## config.mk

```make
export PLATFORM = sky130hd
export DESIGN_NAME = serial_sub_32
export DESIGN_NICKNAME = d
export VERILOG_FILES = /design/src/rtl/serial_sub_32.sv
export SDC_FILE = /design/constraint.sdc
export NUM_CORES = 1
export LEC_CHECK = 0
export ABC_AREA = 1
export BUFFER_PORTS_ARGS = -buffer_cell sky130_fd_sc_hd__buf_2
export CAP_MARGIN = 5
export CORE_MARGIN = 4
export CORE_UTILIZATION = 40
export CTS_CLUSTER_SIZE = 10
export DETAILED_ROUTE_END_ITERATION = 8
export PLACE_DENSITY_LB_ADDON = 0.25
export SLEW_MARGIN = 20
export SYNTH_ARGS = -nofsm -noshare
export SYNTH_HDL_FRONTEND = slang
export SYNTH_SLANG_ARGS = --single-unit
```

## constraint.sdc

```tcl
create_clock -name clk -period 3.2 [get_ports clk]
set_input_delay 0.16 -clock clk [delete_from_list [all_inputs] [get_ports clk]]
set_output_delay 0.16 -clock clk [all_outputs]
set_load 0.05 [all_outputs]
```

## src/rtl/serial_sub_32.sv

```systemverilog
// Bit-serial subtractor: d = a - b - b_in, BPC bits per clock, LSB first,
// one borrow flop carried between clocks, start/done handshake.
module serial_sub_32 #(
  parameter int WIDTH = 32,
  parameter int BPC   = 1
) (
  input  logic             clk,
  input  logic             rst,
  input  logic             start,
  input  logic [WIDTH-1:0] a,
  input  logic [WIDTH-1:0] b,
  input  logic             b_in,
  output logic             busy,
  output logic             done,
  output logic [WIDTH-1:0] d,
  output logic             b_out,
  output logic             ovf,
  output logic [1:0]       state_dbg
);

  localparam int N  = WIDTH / BPC;
  localparam int CW = (N > 1) ? $clog2(N) : 1;

  // Handshake: start is a request sampled only in IDLE; no ready is exposed,
  // busy=1 means any start is dropped. done is a one-cycle valid for d/b_out/ovf.
  typedef enum logic [1:0] {
    ST_IDLE = 2'd0,
    ST_RUN  = 2'd1,
    ST_DONE = 2'd2
  } state_t;

  state_t           state_q, state_d;
  logic [CW-1:0]    count_q, count_d;
  logic [WIDTH-1:0] a_sh_q, a_sh_d;
  logic [WIDTH-1:0] b_sh_q, b_sh_d;
  logic [WIDTH-1:0] res_q, res_d;
  logic             br_q, br_d;
  logic             a_msb_q, a_msb_d;
  logic             b_msb_q, b_msb_d;
  logic             busy_q, busy_d;
  logic             done_q, done_d;
  logic [WIDTH-1:0] d_q, d_d;
  logic             b_out_q, b_out_d;
  logic             ovf_q, ovf_d;

  logic [BPC-1:0]   diff_c;
  logic             br_c;
  logic [WIDTH-1:0] res_next;

  // Ripple borrow chain over the BPC low bits of the operand shift registers.
  always_comb begin
    diff_c = '0;
    br_c   = br_q;
    for (int i = 0; i < BPC; i++) begin
      diff_c[i] = a_sh_q[i] ^ b_sh_q[i] ^ br_c;
      br_c      = (~a_sh_q[i] & b_sh_q[i]) | (~(a_sh_q[i] ^ b_sh_q[i]) & br_c);
    end
    res_next = {diff_c, res_q[WIDTH-1:BPC]};
  end

  always_comb begin
    state_d = state_q;
    count_d = count_q;
    a_sh_d  = a_sh_q;
    b_sh_d  = b_sh_q;
    res_d   = res_q;
    br_d    = br_q;
    a_msb_d = a_msb_q;
    b_msb_d = b_msb_q;
    busy_d  = busy_q;
    done_d  = 1'b0;
    d_d     = d_q;
    b_out_d = b_out_q;
    ovf_d   = ovf_q;
    case (state_q)
      ST_IDLE: begin
        if (start) begin
          a_sh_d  = a;
          b_sh_d  = b;
          br_d    = b_in;
          a_msb_d = a[WIDTH-1];
          b_msb_d = b[WIDTH-1];
          count_d = '0;
          busy_d  = 1'b1;
          state_d = ST_RUN;
        end
      end
      ST_RUN: begin
        a_sh_d  = a_sh_q >> BPC;
        b_sh_d  = b_sh_q >> BPC;
        res_d   = res_next;
        br_d    = br_c;
        count_d = count_q + CW'(1);
        // Last chunk: publish the full result straight from the chain.
        if (count_q == CW'(N - 1)) begin
          count_d = '0;
          state_d = ST_DONE;
          done_d  = 1'b1;
          d_d     = res_next;
          b_out_d = br_c;
          ovf_d   = (a_msb_q != b_msb_q) && (res_next[WIDTH-1] != a_msb_q);
        end
      end
      ST_DONE: begin
        busy_d  = 1'b0;
        state_d = ST_IDLE;
      end
      default: begin
        busy_d  = 1'b0;
        state_d = ST_IDLE;
      end
    endcase
  end

  always_ff @(posedge clk) begin
    if (rst) begin
      state_q <= ST_IDLE;
      count_q <= '0;
      a_sh_q  <= '0;
      b_sh_q  <= '0;
      res_q   <= '0;
      br_q    <= 1'b0;
      a_msb_q <= 1'b0;
      b_msb_q <= 1'b0;
      busy_q  <= 1'b0;
      done_q  <= 1'b0;
      d_q     <= '0;
      b_out_q <= 1'b0;
      ovf_q   <= 1'b0;
    end else begin
      state_q <= state_d;
      count_q <= count_d;
      a_sh_q  <= a_sh_d;
      b_sh_q  <= b_sh_d;
      res_q   <= res_d;
      br_q    <= br_d;
      a_msb_q <= a_msb_d;
      b_msb_q <= b_msb_d;
      busy_q  <= busy_d;
      done_q  <= done_d;
      d_q     <= d_d;
      b_out_q <= b_out_d;
      ovf_q   <= ovf_d;
    end
  end

  assign busy      = busy_q;
  assign done      = done_q;
  assign d         = d_q;
  assign b_out     = b_out_q;
  assign ovf       = ovf_q;
  assign state_dbg = state_q;

endmodule

```

==> results.cfg, run 1 <==
[timing]
clock_skew_ps = 11.71
layout_worst_path_cycle_share = 0.6567
setup_ws_ps = 1099
slew_viol_final = 0
hold_viol = 0
period_minus_slack_ps = 2101
rsz0062_at_grt = no
tightest_slew_ps = 736.2
holdWs_ps = 40.38
slew_headroom = 0.5085
fmax_mhz = 475.9
finalSetupViolCount = 0
tns_ps = 0

[critical_path]
startpoint_type = flip-flop
crit_chain = ha_1, nand2_1, nor2_1, ha_1, inv_1, nor2_1, inv_2, nand3_1, o21ai_0
reg2reg_depth = 9
cp_slowest_cell = dfxtp_1
rr_endpoint = d[15]$_SDFFE_PP0P_
required_ps = 3490
critical-path-top-delay-family = simple AND/OR/NAND/NOR gates
setup.worst_path.class = flip-flop to flip-flop
cp-end-kind = flip-flop
ff2ff_setup_slack_ps = 1100
cp_slowest_stage_delay_ps = 390
cp_max_fo = 34
cp.arrival_ps = 2390
timing.rr.start = count_q[0]$_SDFFE_PP0P_
path_buf_inv = 2

[die]
start_util = 0.4122
die_area_um2 = 17120
core_area_um2 = 14640
die_h_um = 130.8
chipWidth_um = 130.8
io_pins = 106
core.rowCount = 44

[flow_run]
max_cap_violations = 0

[clock_tree]
cts-hold-fix-buffers = 0
numCtsBuffers = 17
cts_tree = built
htree_levels = 4
clock-sinks = 141
clock_path_buffers = 2
cts_resized = 0
insertion_delay_ps = 410
post-cts-setup-buffer-count = 0
cts_root_buf = clkbuf_16
clkTransAtPathRegs_ps = 60

[cells_and_area]
num-nets-final = 1012
final_cell_mix = nand2_1 (215), nor2_1 (178), dfxtp_1 (141)
antenna_cells = 0
fin_util = 0.4895
fin_area_um2 = 7168
regArea_um2 = 2823
fill_cells = 1467
multi_input_area_um2 = 2542
final_common_cell = nand2_1
drive_gt1_frac = 0.1688
stdcell_count = 1138
area_growth_pct = 18.76

[synthesis]
ys_ff_latch = 141
seq_area_frac_synth = 0.4677
yosysTopAreaCell = dfxtp_1
syn_area_um2 = 6036
syn_nets = 936
ys_types = 27
syn-instance-count = 865
synth_top_area_share = 0.4677
syn_avg_cell_area_um2 = 6.978
synthTopCellsByArea = dfxtp_1 (47%), nand2_1 (13%), nor2_1 (11%), o21ai_0 (7.9%), inv_1 (5.5%)
synth_warnings = 0

[global_routing]
grtUsageTotal = 0.1600
grt_pass1_wl_um = 22060
antenna_found_initial = 0
grt_max_degree = 80
grt_remaining_overflow = 0
grt_pass1_vias = 4710

[detailed_routing]
drt_first_pass_iters = 4
wl_um = 13310
antenna_left = 0
dr.first_iter.drc_count = 293
avgViaCountPerCell = 4.553
drc = 0
via_count = 5181
wire_per_inst_um = 11.70

[hold_path]
whs_path_depth = 3
whs_endpoint = b_sh_q[31]$_SDFFE_PP0P_
hold_path.class = input port to flip-flop
min_from = b[31]

[placement]
gp_congestion = 0.7901
dp_cells = 1106
io_buffers = 105
dp_hpwl_um = 8417
place_ws_ps = 1087
placed_area_um2 = 6553

[power_and_ir_drop]
power.leakage_nw = 3.440
ir_drop_mv = 0.4506
p_total_mw = 4.458
p_per_area_nw_per_um2 = 621.9

[run_status]
status = completed
[layout make-up]
| class | instances | share of cell area |
|---|---|---|
| clock buffer | 21 | 0.06423 |
| timing repair buffer | 113 | 0.08518 |
| clock inverter | 11 | 0.02164 |
| inverter | 92 | 0.04835 |
| tap | 184 | 0.03212 |
| sequential | 141 | 0.3938 |
| multi-input combinational | 576 | 0.3547 |
[synthesized netlist by cell type (all sizes together)]
master,count
a211oi,15
a21oi,27
and2,1
buf,39
clkbuf,17
clkinv,1
dfxtp,141
fa,1
ha,2
inv,91
nand2,217
nand3,21
nand4,1
nor2,178
nor3,1
o21a,1
o21ai,111
[layer usage]
metal / part of all wire / vias up / track usage
met5: 0 / - / 0
met4: 0.0098 / 0 / 0.04416
met3: 0.048 / 11 / 0.04959
met2: 0.46 / 90 / 0.2648
met1: 0.49 / 2262 / 0.2025
li1: - / 2818 / -
[worst min-delay path, stage by stage]
cell,delay (ps)
buf_2,100
nand2_1,80
a21oi_1,60
[how the worst max path moves through the flow]
stage	startpoint	end	slack [ps]	cells past startpoint
after floorplan	count_q[0]$_SDFFE_PP0P_	d[11]$_SDFFE_PP0P_	1580	11
final	count_q[0]$_SDFFE_PP0P_	d[15]$_SDFFE_PP0P_	1100	9
after global placement	count_q[0]$_SDFFE_PP0P_	d[3]$_SDFFE_PP0P_	1250	9
after CTS	count_q[0]$_SDFFE_PP0P_	d[15]$_SDFFE_PP0P_	1090	9
after detailed placement	count_q[0]$_SDFFE_PP0P_	d[15]$_SDFFE_PP0P_	1090	9
after global routing	count_q[0]$_SDFFE_PP0P_	d[23]$_SDFFE_PP0P_	810	9
[logic make-up after synthesis]
kind of cell               share of synthesized area
adders and majority gates                   0.007462
buffers and inverters                         0.1132
and+or+nand+nor                               0.2676
DFF                                           0.4677
AOI/OAI and AO/OA                             0.1441
[state kept, by name (all words and copies together) (netlist names)]
| name | flops |
|---|---|
| count_q | 5 |
| state_dbg | 2 |
| ovf | 1 |
| b_msb_q | 1 |
| br_q | 1 |
| b_sh_q | 32 |
| res_q | 31 |
| a_sh_q | 32 |
| busy | 1 |
| d | 32 |
| b_out | 1 |
| done | 1 |
| a_msb_q | 1 |
[where the power goes]
group / internal, mW / leakage (nW) / switching [mW] / total [mW]
Combinational: 0.179 / 1.98 / 0.324 / 0.503
Clock: 1.28 / 0.299 / 0.765 / 2.04
Sequential: 1.87 / 1.16 / 0.0402 / 1.91
Total: 3.33 / 3.44 / 1.13 / 4.46
No activity file was read; power rests on OpenSTA's default activity.
==> run 2: changes to the inputs <==
Clock period 3.2 ns to 2.1 ns, I/O delays scaled along.
==> run 2 against run 1 <==
  * Die area unchanged
  * First-iteration DRC count up 2.0%
  * Critical path depth unchanged
  * Worst setup slack worse by 840 ps
  * Clock-buffer cell count down 2
  * Combinational power up 56%
  * Via count up 0.42%
  * Cell area up 1.5%
  * Cell count up 0.62%
  * Maximum frequency up 14%
  * Sequential power up 52%
  * Largest power group unchanged
==> results.cfg, run 2 (synthesized netlist as in run 1, its figures left out) <==
[critical_path]
cp.arrival_ps = 2170
cp.depth = 9
cp_slowest_stage_delay_ps = 400
startpoint_type = flip-flop
crit_chain = ha_1, nand2_1, nor2_1, ha_1, inv_1, nor2_1, buf_6, nand2_4, o21ai_0
cp_slowest_cell = dfxtp_1
critical-path-top-delay-family = simple AND/OR/NAND/NOR gates
cp_max_fo = 19
required_ps = 2430
setup.worst_path.class = flip-flop to flip-flop
cp-end-kind = flip-flop
path_buf_inv = 2
reg2reg_depth = 9

[timing]
tightest_slew_ps = 593.2
finalSetupViolCount = 0
rsz0062_at_grt = no
clock_skew_ps = 6.803
period_minus_slack_ps = 1841
holdWs_ps = 12.87
tns_ps = 0
hold_viol = 0
slew_viol_final = 0
slew_headroom = 0.6040
setup_ws_ps = 259.1
layout_worst_path_cycle_share = 0.8766
fmax_mhz = 543.2

[die]
io_pins = 106
start_util = 0.4122
die_area_um2 = 17120
core.rowCount = 44
die_h_um = 130.8
core_area_um2 = 14640
chipWidth_um = 130.8

[global_routing]
grt_remaining_overflow = 0
antenna_found_initial = 0
grt_max_degree = 116
grt_pass1_vias = 4667
grt_pass1_wl_um = 21800
grtUsageTotal = 0.1580

[cells_and_area]
antenna_cells = 0
drive_gt1_frac = 0.1686
fin_util = 0.4968
area_growth_pct = 20.54
final_cell_mix = nand2_1 (215), nor2_1 (178), dfxtp_1 (141)
final_common_cell = nand2_1
num-nets-final = 1020

[placement]
io_buffers = 105
dp_hpwl_um = 8179
place_ws_ps = 220.1
gp_congestion = 0.7440

[clock_tree]
clock-sinks = 141
insertion_delay_ps = 410
cts_tree = built
clock_path_buffers = 2
numCtsBuffers = 17
htree_levels = 4
cts_root_buf = clkbuf_16
clkTransAtPathRegs_ps = 60

[flow_run]
max_cap_violations = 0

[run_status]
status = completed

[detailed_routing]
drc = 0
wl_um = 13130
dr.first_iter.drc_count = 299
via_count = 5203
antenna_left = 0
wire_per_inst_um = 11.46
drt_first_pass_iters = 4
avgViaCountPerCell = 4.544

[power_and_ir_drop]
p_per_area_nw_per_um2 = 940.4
p_comb_frac = 0.115
power.leakage_nw = 3.478
swShare = 0.2489
p_seq_frac = 0.426
p_sw_mw = 1.703
p_int_mw = 5.139
p_clk_frac = 0.459
ir_drop_mv = 0.5874

[hold_path]
whs_path_depth = 5
hold_path.class = input port to flip-flop
==> run 2: worst paths after layout <==
| path | startpoint | to | slack (ps) |
|---|---|---|---|
| setup / recovery | count_q[0]$_SDFFE_PP0P_ | d[13]$_SDFFE_PP0P_ | 260 |
| hold / removal | a[22] | a_sh_q[22]$_SDFFE_PP0P_ | 10 |
| setup reg to reg | count_q[0]$_SDFFE_PP0P_ | d[13]$_SDFFE_PP0P_ | 260 |
| hold reg to reg | a_sh_q[31]$_SDFFE_PP0P_ | a_sh_q[31]$_SDFFE_PP0P_ | 470 |
==> run 2: layout make-up <==
type | instances | area, um^2
Fill cell | 1506 | 7368
Sequential cell | 141 | 2823
Multi-Input combinational cell | 576 | 2542
Timing Repair Buffer | 121 | 714.4
Clock buffer | 19 | 432.9
Inverter | 92 | 346.6
Tap cell | 184 | 230.2
Clock inverter | 12 | 186.4
==> run 2: worst min-delay path: cells and delay by family <==
kind	cells	cell delay [ps]
and+or+nand+nor	3	150
buffers and inverters	1	70
AOI/OAI and AO/OA	1	60
==> run 2: metal layers <==
layer	global-route usage	vias up	wire length, um
met1	0.2046	2267	6321
met5	0	-	0
met3	0.04146	12	606
met4	0.06231	0	200
met2	0.2522	85	5996
li1	-	2839	-
==> run 2: power groups by stage <==
stage	logic (mW)	registers [mW]	clock network, mW
2_1_floorplan	0.607	2.96	0
3_3_place_gp	0.780	2.97	0
3_5_place_dp	0.787	2.97	0
4_1_cts	0.801	2.91	3.22
5_1_grt	0.932	2.93	3.34
6_report	0.787	2.91	3.14
==> run 2: what timing repair did <==
action,in CTS,in global routing
hold buffers,6,0
hold endpoints to repair,8,0
buffers inserted,0,0
gates resized for setup,0,1
endpoints found under the setup margin,0,3
==> run 2: per-stage QoR <==
step | cells | power, mW | instance area [um^2]
floorplan | 865 | 3.572 | 6036
global placement | 1108 | 3.748 | 6593
detailed placement | 1108 | 3.761 | 6593
CTS | 1145 | 6.940 | 7272
global route | 1145 | 7.202 | 7276
finish | 1145 | 6.842 | 7276
==> run 3: changes to the inputs <==
Settings changed: RECOVER_POWER from default to 50.
==> run 3 against run 2 <==
  * Highest routed layer unchanged
  * Largest power group unchanged
  * Sequential power barely moved
  * Power fell by 0.12%
  * First-iteration DRC count fell by 3.7%
  * Maximum frequency fell by 1.4%
  * Utilization fell by 0.58 points
  * Global-route usage did not move
  * Die area did not move
  * Clock-buffer cell count did not move
  * Non-clock buffer count did not move
  * Critical path depth fell by 3
  * Clock skew rose by 0.55 ps
  * Worst setup slack got worse by 27 ps
==> results.cfg, run 3 (synthesized netlist as in run 1, its figures left out) <==
[cells_and_area]
area_growth_pct = 19.13
drive_gt1_frac = 0.1280
fin_area_um2 = 7191
num-nets-final = 1020
final_cell_mix = nand2_1 (215), nor2_1 (178), dfxtp_1 (141)
final_common_cell = nand2_1
antenna_cells = 0
regArea_um2 = 2823
fill_cells = 1516
multi_input_area_um2 = 2542

[critical_path]
cp-end-kind = flip-flop
crit_top_cell = nor2_1
startpoint_type = flip-flop
reg2reg_depth = 6
crit_chain = inv_1, nand2_4, clkbuf_4, o21ai_0, nor2_1, nor2_1
cp_max_fo = 76
cp.arrival_ps = 2170
cp_slowest_stage_delay_ps = 620
ff2ff_setup_slack_ps = 230
timing.rr.start = state_dbg[1]$_SDFFE_PP0P_
rr_endpoint = b_sh_q[0]$_SDFFE_PP0P_
cp_slowest_cell = clkbuf_4
setup.worst_path.class = flip-flop to flip-flop
required_ps = 2400

[timing]
tns_ps = 0
layout_worst_path_cycle_share = 0.8893
hold_viol = 0
tightest_slew_ps = 1010
period_minus_slack_ps = 1867
slew_viol_final = 0
rsz0062_at_grt = no
fmax_mhz = 535.5
clock_skew_ps = 7.348
slew_headroom = 0.3269
finalSetupViolCount = 0

[hold_path]
hold_path.class = input port to flip-flop
whs_path_depth = 5
min_from = a[22]
whs_endpoint = a_sh_q[22]$_SDFFE_PP0P_

[power_and_ir_drop]
ir_drop_mv = 0.5853
p_sw_mw = 1.706
p_clk_frac = 0.460
swShare = 0.2496
p_seq_frac = 0.426
p_per_area_nw_per_um2 = 950.4
p_comb_frac = 0.113
p_int_mw = 5.128
power.leakage_nw = 3.296

[placement]
dp_hpwl_um = 8179
gp_congestion = 0.7440
io_buffers = 105
placed_area_um2 = 6593

[detailed_routing]
dr.first_iter.drc_count = 288
antenna_left = 0
avgViaCountPerCell = 4.535
wire_per_inst_um = 11.51
drt_first_pass_iters = 4
drc = 0
via_count = 5193
wl_um = 13180

[die]
chipWidth_um = 130.8
die_h_um = 130.8
core.rowCount = 44
die_area_um2 = 17120
start_util = 0.4122
io_pins = 106
core_area_um2 = 14640

[clock_tree]
cts_root_buf = clkbuf_16
numCtsBuffers = 17
post-cts-setup-buffer-count = 0
insertion_delay_ps = 410
htree_levels = 4
clkTransAtPathRegs_ps = 60
clock_path_buffers = 2
cts_tree = built
clock-sinks = 141

[run_status]
status = completed

[global_routing]
grt_remaining_overflow = 0
grtUsageTotal = 0.1580
grt_max_degree = 116
grt_pass1_vias = 4667
grt_pass1_wl_um = 21800
antenna_found_initial = 0

[flow_run]
max_cap_violations = 0
==> run 3: changes by cell type in the layout (fill, tap and decap cells not counted), sizes merged <==
cell / previous run / this run
buf: 115 / 75
clkbuf: 19 / 59
==> run 3: worst max-delay path by stage <==
stage / startpoint / endpoint / slack, ps / cells after the start
4_1_cts: count_q[0]$_SDFFE_PP0P_ / d[13]$_SDFFE_PP0P_ / 210 / 9
2_1_floorplan: count_q[0]$_SDFFE_PP0P_ / d[11]$_SDFFE_PP0P_ / 480 / 11
3_3_place_gp: count_q[0]$_SDFFE_PP0P_ / d[3]$_SDFFE_PP0P_ / 300 / 9
6_report: state_dbg[1]$_SDFFE_PP0P_ / b_sh_q[0]$_SDFFE_PP0P_ / 230 / 6
5_1_grt: count_q[0]$_SDFFE_PP0P_ / d[13]$_SDFFE_PP0P_ / 20 / 9
3_5_place_dp: count_q[0]$_SDFFE_PP0P_ / d[13]$_SDFFE_PP0P_ / 220 / 9
==> run 3: routing by layer <==
layer,vias up,global-route usage,part of all wire
li1,2838,-,-
met1,2271,0.2046,0.47
met2,74,0.2522,0.47
met3,10,0.04146,0.043
met4,0,0.06231,0.014
met5,-,0,0
==> run 3: power by group through the flow <==
stage	Clock, mW	Combinational [mW]	Sequential, mW
after floorplan	0	0.607	2.96
after global placement	0	0.780	2.97
after detailed placement	0	0.787	2.97
after CTS	3.22	0.801	2.91
after global routing	3.34	0.919	2.93
final	3.15	0.774	2.91
==> run 3: worst max-delay path: cells and delay by family, from the launching register on <==
kind                   cells  cell delay, ps
flip-flops                 1             400
buffers and inverters      2             760
AND/OR/NAND/NOR            3             400
AO/OA/AOI/OAI              1             170
==> run 3: through the flow <==
step                std cells    util  setup slack [ps]  hold slack (ps)  power (mW)
finish                   1145  0.4910             232.5            11.31       6.834
global route             1145  0.4910             20.26            20.95       7.190
CTS                      1145  0.4966             208.0           0.7337       6.940
detailed placement       1108  0.4502             220.1            399.5       3.761
global placement         1108  0.4502             304.6            402.9       3.748
floorplan                 865       -             478.9            269.8       3.572
==> run 3: area by class of cell <==
type | instances | share of cell area
clock buffer | 19 | 0.06021
multi-input combinational | 576 | 0.3536
inverter | 92 | 0.04820
clock inverter | 12 | 0.02593
timing repair buffer | 121 | 0.08752
sequential | 141 | 0.3926
tap | 184 | 0.03202
==> run 3: timing repair <==
action,4_1_cts,5_1_grt
gates resized for setup,0,1
hold buffers,6,0
endpoints found under the setup margin,0,3
hold endpoints to repair,8,0
